<file path="config.mk">
export PLATFORM = sky130hd
export DESIGN_NAME = alu_issue_stage_flat
export DESIGN_NICKNAME = d
export VERILOG_FILES = /design/src/rtl/alu_issue_pkg.sv /design/src/rtl/alu_issue_if.sv /design/src/rtl/alu_issue_fifo.sv /design/src/rtl/alu_issue_stage.sv /design/src/flat_wrapper.sv
export SDC_FILE = /design/constraint.sdc
export NUM_CORES = 1
export LEC_CHECK = 0
export CORE_UTILIZATION = 40
export CTS_BUF_LIST = sky130_fd_sc_hd__clkbuf_4 sky130_fd_sc_hd__clkbuf_8 sky130_fd_sc_hd__clkbuf_16
export CTS_CLUSTER_DIAMETER = 200
export DETAILED_ROUTE_END_ITERATION = 8
export REMOVE_ABC_BUFFERS = 1
export SETUP_SLACK_MARGIN = 0.05
export SLEW_MARGIN = 25
export SYNTH_ARGS = -nofsm -noshare
export SYNTH_HDL_FRONTEND = slang
export SYNTH_HIERARCHICAL = 1
export SYNTH_SLANG_ARGS = --single-unit
</file>
<file path="constraint.sdc">
create_clock -name clk -period 11.05 [get_ports clk]
set_input_delay 2.21 -clock clk [delete_from_list [all_inputs] [get_ports clk]]
set_output_delay 2.21 -clock clk [all_outputs]
set_load 0.005 [all_outputs]
</file>
<file path="src/rtl/alu_issue_pkg.sv">
// Shared definitions for the ALU issue stage.
// Holds the project data/oprn/tag widths, the ALU operation codes, the issue
// FSM state encoding and a helper that classifies an oprn as legal.
package alu_issue_pkg;

  localparam int ALU_DATA_W = 32;
  localparam int ALU_OPRN_W = 6;
  localparam int ALU_TAG_W  = 5;

  localparam logic [ALU_OPRN_W-1:0] OP_ADD = 6'h01;
  localparam logic [ALU_OPRN_W-1:0] OP_SUB = 6'h02;
  localparam logic [ALU_OPRN_W-1:0] OP_MUL = 6'h03;
  localparam logic [ALU_OPRN_W-1:0] OP_SRL = 6'h04;
  localparam logic [ALU_OPRN_W-1:0] OP_SLL = 6'h05;
  localparam logic [ALU_OPRN_W-1:0] OP_AND = 6'h06;
  localparam logic [ALU_OPRN_W-1:0] OP_OR  = 6'h07;
  localparam logic [ALU_OPRN_W-1:0] OP_NOR = 6'h08;
  localparam logic [ALU_OPRN_W-1:0] OP_SLT = 6'h09;

  typedef enum logic [1:0] {
    S_IDLE  = 2'd0,
    S_DRIVE = 2'd1,
    S_HOLD  = 2'd2
  } state_t;

  function automatic logic oprn_legal(input logic [ALU_OPRN_W-1:0] oprn);
    return (oprn >= OP_ADD) && (oprn <= OP_SLT);
  endfunction

endpackage

</file>
<file path="src/rtl/alu_issue_if.sv">
// Bundle of the issue stage's three sides: request handshake (producer),
// registered ALU drive / combinational ALU return, and result handshake
// (consumer), plus FIFO occupancy.
//   slave  : the issue stage's view
//   master : the surrounding datapath / ALU / consumer view
interface alu_issue_if
  import alu_issue_pkg::*;
#(
  parameter int DATA_WIDTH = ALU_DATA_W,
  parameter int OPRN_WIDTH = ALU_OPRN_W,
  parameter int TAG_WIDTH  = ALU_TAG_W,
  parameter int DEPTH      = 4
);
  localparam int CNT_W = $clog2(DEPTH) + 1;

  logic                  req_valid;
  logic                  req_ready;
  logic [DATA_WIDTH-1:0] req_op1;
  logic [DATA_WIDTH-1:0] req_op2;
  logic [OPRN_WIDTH-1:0] req_oprn;
  logic [TAG_WIDTH-1:0]  req_tag;

  logic [DATA_WIDTH-1:0] alu_op1;
  logic [DATA_WIDTH-1:0] alu_op2;
  logic [OPRN_WIDTH-1:0] alu_oprn;
  logic [DATA_WIDTH-1:0] alu_out;
  logic                  alu_zero;

  logic                  res_valid;
  logic                  res_ready;
  logic [DATA_WIDTH-1:0] res_data;
  logic                  res_zero;
  logic                  res_err;
  logic [TAG_WIDTH-1:0]  res_tag;

  logic [CNT_W-1:0]      occupancy;

  modport slave (
    input  req_valid, req_op1, req_op2, req_oprn, req_tag,
    input  alu_out, alu_zero, res_ready,
    output req_ready, alu_op1, alu_op2, alu_oprn,
    output res_valid, res_data, res_zero, res_err, res_tag, occupancy
  );

  modport master (
    output req_valid, req_op1, req_op2, req_oprn, req_tag,
    output alu_out, alu_zero, res_ready,
    input  req_ready, alu_op1, alu_op2, alu_oprn,
    input  res_valid, res_data, res_zero, res_err, res_tag, occupancy
  );
endinterface

</file>
<file path="src/rtl/alu_issue_fifo.sv">
// Synchronous request FIFO for the issue stage.
// Ports: clk, rst_n (async low), push/din, pop/dout (head, combinational),
// full, empty, count. Caller guarantees no push when full without a pop and
// no pop when empty. Pointers wrap naturally (DEPTH is a power of two).
module alu_issue_fifo #(
  parameter int W     = 8,
  parameter int DEPTH = 4,
  localparam int AW    = $clog2(DEPTH),
  localparam int CNT_W = AW + 1
) (
  input  logic             clk,
  input  logic             rst_n,
  input  logic             push,
  input  logic [W-1:0]     din,
  input  logic             pop,
  output logic [W-1:0]     dout,
  output logic             full,
  output logic             empty,
  output logic [CNT_W-1:0] count
);
  logic [DEPTH-1:0][W-1:0] mem;
  logic [AW-1:0]           wr_ptr, rd_ptr;

  always_ff @(posedge clk or negedge rst_n) begin
    if (!rst_n) begin
      wr_ptr <= '0;
      rd_ptr <= '0;
      count  <= '0;
    end else begin
      if (push) wr_ptr <= wr_ptr + 1'b1;
      if (pop)  rd_ptr <= rd_ptr + 1'b1;
      case ({push, pop})
        2'b10:   count <= count + 1'b1;
        2'b01:   count <= count - 1'b1;
        default: ;
      endcase
    end
  end

  // Storage carries no reset; validity is tracked by count alone.
  always_ff @(posedge clk) begin
    if (push) mem[wr_ptr] <= din;
  end

  assign dout  = mem[rd_ptr];
  assign full  = (count == CNT_W'(DEPTH));
  assign empty = (count == '0);
endmodule

</file>
<file path="src/rtl/alu_issue_stage.sv">
// Issue / result-capture stage in front of the combinational ALU.
// Ports: clk, rst_n (async low), bus (alu_issue_if.slave): request
// handshake in, registered ALU operands out, ALU result in, result
// handshake out, FIFO occupancy.
// Requests queue in a FIFO; a 3-state FSM (IDLE/DRIVE/HOLD) loads the head
// into the ALU operand registers and captures the ALU output into a result
// register once the consumer side has room.
module alu_issue_stage
  import alu_issue_pkg::*;
#(
  parameter int DATA_WIDTH = ALU_DATA_W,
  parameter int OPRN_WIDTH = ALU_OPRN_W,
  parameter int DEPTH      = 4,
  parameter int TAG_WIDTH  = ALU_TAG_W
) (
  input logic       clk,
  input logic       rst_n,
  alu_issue_if.slave bus
);
  localparam int ENTRY_W = 2*DATA_WIDTH + OPRN_WIDTH + TAG_WIDTH;
  localparam int CNT_W   = $clog2(DEPTH) + 1;

  state_t state, state_nx;

  logic                  push, pop, capture, capture_ok;
  logic                  fifo_full, fifo_empty;
  logic [CNT_W-1:0]      fifo_count;
  logic [ENTRY_W-1:0]    fifo_dout;
  logic [DATA_WIDTH-1:0] h_op1, h_op2;
  logic [OPRN_WIDTH-1:0] h_oprn;
  logic [TAG_WIDTH-1:0]  h_tag;

  logic [DATA_WIDTH-1:0] alu_op1_q, alu_op2_q;
  logic [OPRN_WIDTH-1:0] alu_oprn_q;
  logic [TAG_WIDTH-1:0]  inf_tag_q;
  logic                  res_valid_q, res_zero_q, res_err_q;
  logic [DATA_WIDTH-1:0] res_data_q;
  logic [TAG_WIDTH-1:0]  res_tag_q;
  logic                  legal;

  // A pop frees a slot this cycle, so a full FIFO can still take a push.
  assign bus.req_ready = rst_n && (!fifo_full || pop);
  assign push          = bus.req_valid && bus.req_ready;

  alu_issue_fifo #(.W(ENTRY_W), .DEPTH(DEPTH)) u_fifo (
    .clk   (clk),
    .rst_n (rst_n),
    .push  (push),
    .din   ({bus.req_op1, bus.req_op2, bus.req_oprn, bus.req_tag}),
    .pop   (pop),
    .dout  (fifo_dout),
    .full  (fifo_full),
    .empty (fifo_empty),
    .count (fifo_count)
  );

  assign {h_op1, h_op2, h_oprn, h_tag} = fifo_dout;

  assign capture_ok = !res_valid_q || bus.res_ready;

  always_ff @(posedge clk or negedge rst_n) begin
    if (!rst_n) state <= S_IDLE;
    else        state <= state_nx;
  end

  always_comb begin
    state_nx = state;
    pop      = 1'b0;
    capture  = 1'b0;
    case (state)
      S_IDLE: begin
        if (!fifo_empty) begin
          pop      = 1'b1;
          state_nx = S_DRIVE;
        end
      end
      S_DRIVE, S_HOLD: begin
        if (capture_ok) begin
          capture  = 1'b1;
          pop      = !fifo_empty;
          state_nx = fifo_empty ? S_IDLE : S_DRIVE;
        end else begin
          state_nx = S_HOLD;
        end
      end
      default: state_nx = S_IDLE;
    endcase
  end

  // Operand registers only change on a pop, so they stay stable in HOLD/IDLE.
  always_ff @(posedge clk or negedge rst_n) begin
    if (!rst_n) begin
      alu_op1_q  <= '0;
      alu_op2_q  <= '0;
      alu_oprn_q <= '0;
      inf_tag_q  <= '0;
    end else if (pop) begin
      alu_op1_q  <= h_op1;
      alu_op2_q  <= h_op2;
      alu_oprn_q <= h_oprn;
      inf_tag_q  <= h_tag;
    end
  end

  // Illegal ops ignore the ALU output entirely.
  assign legal = oprn_legal(alu_oprn_q);

  always_ff @(posedge clk or negedge rst_n) begin
    if (!rst_n) begin
      res_valid_q <= 1'b0;
      res_data_q  <= '0;
      res_zero_q  <= 1'b0;
      res_err_q   <= 1'b0;
      res_tag_q   <= '0;
    end else if (capture) begin
      res_valid_q <= 1'b1;
      res_data_q  <= legal ? bus.alu_out : '0;
      res_zero_q  <= legal && bus.alu_zero;
      res_err_q   <= !legal;
      res_tag_q   <= inf_tag_q;
    end else if (bus.res_ready) begin
      res_valid_q <= 1'b0;
    end
  end

  assign bus.alu_op1   = alu_op1_q;
  assign bus.alu_op2   = alu_op2_q;
  assign bus.alu_oprn  = alu_oprn_q;
  assign bus.res_valid = res_valid_q;
  assign bus.res_data  = res_data_q;
  assign bus.res_zero  = res_zero_q;
  assign bus.res_err   = res_err_q;
  assign bus.res_tag   = res_tag_q;
  assign bus.occupancy = fifo_count;
endmodule

</file>
<file path="src/flat_wrapper.sv">
// flat-port wrapper written by rule: the top's interface ports become plain ports
module alu_issue_stage_flat import alu_issue_pkg::*;
#(
  parameter int DATA_WIDTH = ALU_DATA_W,
  parameter int OPRN_WIDTH = ALU_OPRN_W,
  parameter int DEPTH      = 4,
  parameter int TAG_WIDTH  = ALU_TAG_W
)
  (clk, rst_n, bus_req_valid, bus_req_op1, bus_req_op2, bus_req_oprn, bus_req_tag, bus_alu_out, bus_alu_zero, bus_res_ready, bus_req_ready, bus_alu_op1, bus_alu_op2, bus_alu_oprn, bus_res_valid, bus_res_data, bus_res_zero, bus_res_err, bus_res_tag, bus_occupancy);
  alu_issue_if #(.DATA_WIDTH(DATA_WIDTH), .OPRN_WIDTH(OPRN_WIDTH), .TAG_WIDTH(TAG_WIDTH), .DEPTH(DEPTH)) bus_i ();
  input logic clk;
  input logic rst_n;
  input wire logic [$bits(bus_i.req_valid)-1:0] bus_req_valid;
  input wire logic [$bits(bus_i.req_op1)-1:0] bus_req_op1;
  input wire logic [$bits(bus_i.req_op2)-1:0] bus_req_op2;
  input wire logic [$bits(bus_i.req_oprn)-1:0] bus_req_oprn;
  input wire logic [$bits(bus_i.req_tag)-1:0] bus_req_tag;
  input wire logic [$bits(bus_i.alu_out)-1:0] bus_alu_out;
  input wire logic [$bits(bus_i.alu_zero)-1:0] bus_alu_zero;
  input wire logic [$bits(bus_i.res_ready)-1:0] bus_res_ready;
  output wire logic [$bits(bus_i.req_ready)-1:0] bus_req_ready;
  output wire logic [$bits(bus_i.alu_op1)-1:0] bus_alu_op1;
  output wire logic [$bits(bus_i.alu_op2)-1:0] bus_alu_op2;
  output wire logic [$bits(bus_i.alu_oprn)-1:0] bus_alu_oprn;
  output wire logic [$bits(bus_i.res_valid)-1:0] bus_res_valid;
  output wire logic [$bits(bus_i.res_data)-1:0] bus_res_data;
  output wire logic [$bits(bus_i.res_zero)-1:0] bus_res_zero;
  output wire logic [$bits(bus_i.res_err)-1:0] bus_res_err;
  output wire logic [$bits(bus_i.res_tag)-1:0] bus_res_tag;
  output wire logic [$bits(bus_i.occupancy)-1:0] bus_occupancy;
  assign bus_i.req_valid = bus_req_valid;
  assign bus_i.req_op1 = bus_req_op1;
  assign bus_i.req_op2 = bus_req_op2;
  assign bus_i.req_oprn = bus_req_oprn;
  assign bus_i.req_tag = bus_req_tag;
  assign bus_i.alu_out = bus_alu_out;
  assign bus_i.alu_zero = bus_alu_zero;
  assign bus_i.res_ready = bus_res_ready;
  assign bus_req_ready = bus_i.req_ready;
  assign bus_alu_op1 = bus_i.alu_op1;
  assign bus_alu_op2 = bus_i.alu_op2;
  assign bus_alu_oprn = bus_i.alu_oprn;
  assign bus_res_valid = bus_i.res_valid;
  assign bus_res_data = bus_i.res_data;
  assign bus_res_zero = bus_i.res_zero;
  assign bus_res_err = bus_i.res_err;
  assign bus_res_tag = bus_i.res_tag;
  assign bus_occupancy = bus_i.occupancy;
  alu_issue_stage #(.DATA_WIDTH(DATA_WIDTH), .OPRN_WIDTH(OPRN_WIDTH), .DEPTH(DEPTH), .TAG_WIDTH(TAG_WIDTH)) u_core (.clk(clk), .rst_n(rst_n), .bus(bus_i));
endmodule
</file>
==> impl_metrics.env <==
export IMPL_syn_area_per_cell_um2=22.38
export IMPL_timing_fmax_ghz=0.1672
export IMPL_setup_worst_path_end_class="primary output"
export IMPL_die_height_um=199.9
export IMPL_reg2regPathDepth=8
export IMPL_path_class="input port to primary output"
export IMPL_antenna_left=0
export IMPL_critPathMaxFanout=2
export IMPL_cts_hold_buf=0
export IMPL_hold_viol_final=0
export IMPL_p_per_area_nw_per_um2=268.8
export IMPL_die_w_um=199.9
export IMPL_drive_above_1_share_pct=25.33
export IMPL_clock_latency_ps=540
export IMPL_synth_edf_count=300
export IMPL_peakVddDrop_mv=0.1214
export IMPL_worst_slew_pin_slew_ps=906.9
export IMPL_slew_headroom_pct=39.54
export IMPL_cpPeakStageDelay_ps=500
export IMPL_yosysTopAreaCellShare_pct=57.52
export IMPL_hold_class="flop to flop"
export IMPL_fin_ws_ps=5070
export IMPL_grt_setup_unrepaired="no"
export IMPL_drv_slew=0
export IMPL_leakagePower_nw=6.985
export IMPL_final_cell_mix="edfxtp_1 (300), clkdlybuf4s50_1 (224), dfrtp_1 (122)"
export IMPL_clock_sinks=424
export IMPL_grt_max_degree=73
export IMPL_fillers=3093
export IMPL_grt_usage_pct=15.46
export IMPL_grt_overflow_total=0
export IMPL_viasPerCell=5.029
export IMPL_nets=1067
export IMPL_synth_area_leaders="edfxtp_1 (58%), dfrtp_1 (20%), mux4_2 (11%)"
export IMPL_core_area_um2=38650
export IMPL_first_pass_iters=5
export IMPL_setup_viol=0
export IMPL_synth_cells=700
export IMPL_cts_repair_resized=0
export IMPL_yosysWarnings=6
export IMPL_postPlaceCellArea_um2=18430
export IMPL_start_kind="input port"
export IMPL_cts_setup_buffers=0
export IMPL_synth_seq_cells=424
export IMPL_routed_wl_mm=30.38
export IMPL_vias=7554
export IMPL_num_io_pins=226
export IMPL_mostFrequentLayoutCell="edfxtp_1"
export IMPL_cts_tree="built"
export IMPL_synth_seq_area_share_pct=77.33
export IMPL_crit_required_ps=8840
export IMPL_drtIter0Drc=308
export IMPL_cp_data_arrival_time_ps=3770
export IMPL_holdCritStartpoint="u_core/bus.res_data[18]$_DFFE_PN0P_"
export IMPL_yosys_cell_types_count=30
export IMPL_crit_start="bus_res_ready"
export IMPL_period_minus_slack_ps=5980
export IMPL_final_cell_area_um2=19920
export IMPL_synthToLayoutAreaGrowth_pct=27.15
export IMPL_clock_skew_ps=16.18
export IMPL_fin_util_pct=51.53
export IMPL_grt_pass1_wl_mm=46.29
export IMPL_antenna_found_initial=4
export IMPL_root_buffer="clkbuf_16"
export IMPL_synth_area_um2=15660
export IMPL_cpMostUsedCell="clkdlybuf4s50_1"
export IMPL_post_route_period_util_pct=54.12
export IMPL_start_util_pct=40.53
export IMPL_gp_congestion=0.6654
export IMPL_finalSetupTns_ps=0
export IMPL_async_flop_share_pct=29.25
export IMPL_h_tree_depth=2
export IMPL_rrSetupSlack_ps=7220
export IMPL_grt_pass1_vias=8096
export IMPL_total_power_mw=5.353
export IMPL_dieArea_um2=39950
export IMPL_crit_chain="clkdlybuf4s50_1, nor2_1, a2111oi_4, o21a_1, clkdlybuf4s50_1"
export IMPL_cap_violations=0
export IMPL_outcome="completed"
export IMPL_critPathSlowestCell="clkdlybuf4s50_1"
export IMPL_clkTransAtPathRegs_ps=50
export IMPL_r2r_start="u_core/state[1]$_DFFE_PN0P_"
export IMPL_dp_slack_ps=5072
export IMPL_clockBufferDepth=3
export IMPL_r2r_end="u_core/u_fifo/mem[151]$_DFFE_PP_"
export IMPL_synth_ff_type="edfxtp_1"
export IMPL_avgRoutedWirePerCell_um=20.23
export IMPL_multi_input_area_um2=3288
export IMPL_placement_io_buffers=225
export IMPL_numCtsBuffers=45
export IMPL_post_synth_top_area_cell="edfxtp_1"
export IMPL_drc_errors=0
export IMPL_dp_hpwl_mm=17.85
export IMPL_ff_latch_area_um2=12120
export IMPL_crit_end="bus_req_ready"
export IMPL_row_count=72
-- cells in the mapped netlist, types with 6 or more instances --
| library cell | n |
|---|---|
| a32o_1 | 34 |
| buf_2 | 11 |
| buf_4 | 6 |
| clkbuf_1 | 11 |
| dfrtp_1 | 124 |
| edfxtp_1 | 300 |
| ha_1 | 7 |
| inv_1 | 9 |
| mux2_1 | 6 |
| mux2_2 | 74 |
| mux4_2 | 75 |
| nor2_1 | 6 |
-- state kept, by name, indices dropped and copies added (netlist names), 2 cells and up --
register,count
u_core/bus.alu_op1,32
u_core/bus.alu_op2,32
u_core/bus.alu_oprn,6
u_core/bus.res_data,32
u_core/bus.res_tag,5
u_core/inf_tag_q,5
u_core/state,2
u_core/u_fifo/count,3
u_core/u_fifo/mem,300
u_core/u_fifo/rd_ptr,2
u_core/u_fifo/wr_ptr,2
-- power breakdown --
group | leakage (nW) | switching [mW] | internal [mW]
registers | 4.23 | 0.224 | 2.05
clock network | 0.753 | 0.575 | 0.898
logic | 2.00 | 0.648 | 0.961
total | 6.98 | 1.45 | 3.91
-- kinds of logic after synthesis --
| kind of cell | count (synthesis) | synth area share, % |
|---|---|---|
| AND/OR/NAND/NOR | 18 | 0.5671 |
| XOR/XNOR | 6 | 0.3355 |
| multiplexers | 157 | 16.66 |
| adder cells (fa/ha/maj) | 8 | 0.6870 |
| buffers and inverters | 45 | 1.773 |
| flip-flops | 424 | 77.33 |
| AO/OA/AOI/OAI | 42 | 2.644 |
-- metrics by stage --
stage / std cells / hold slack, ps
floorplan: 664 / 476.7
global placement: 1418 / 470.7
finish: 1502 / 487.8
detailed placement: 1418 / 480.0
global route: 1501 / 508.3
CTS: 1501 / 492.3
-- worst max-delay path: cells and delay by family --
kind / cells / cell delay (ps)
buffers and inverters: 2 / 970
AOI/OAI and AO/OA: 2 / 520
and+or+nand+nor: 1 / 70
-- worst min-delay path by stage --
stage	end	depth (start not counted)	slack, ps
2_1_floorplan	u_core/inf_tag_q[0]$_DFFE_PN0P_	1	480
3_3_place_gp	u_core/bus.res_data[18]$_DFFE_PN0P_	1	470
3_5_place_dp	u_core/bus.res_data[8]$_DFFE_PN0P_	1	480
4_1_cts	u_core/bus.res_data[8]$_DFFE_PN0P_	1	490
5_1_grt	u_core/bus.res_data[20]$_DFFE_PN0P_	1	510
6_report	u_core/bus.res_data[18]$_DFFE_PN0P_	1	490
-- per-layer routing --
metal  share of wire, %  GRT usage (%)  vias up
li1                   -              -     3347
met1                 44          20.94     3941
met2                 48          25.04      217
met3                6.5          4.015       43
met4                1.4          3.789        6
met5               0.13              0        -
-- area by class of cell --
cell class	count	share of cell area [%]
Clock buffer	74	7.112
Inverter	9	0.1696
Timing Repair Buffer	236	11.75
Tap cell	518	3.254
Clock inverter	9	0.3393
Sequential cell	424	60.85
Multi-Input combinational cell	231	16.51
Antenna cell	1	0.01257
No activity file was read; power rests on OpenSTA's default activity.
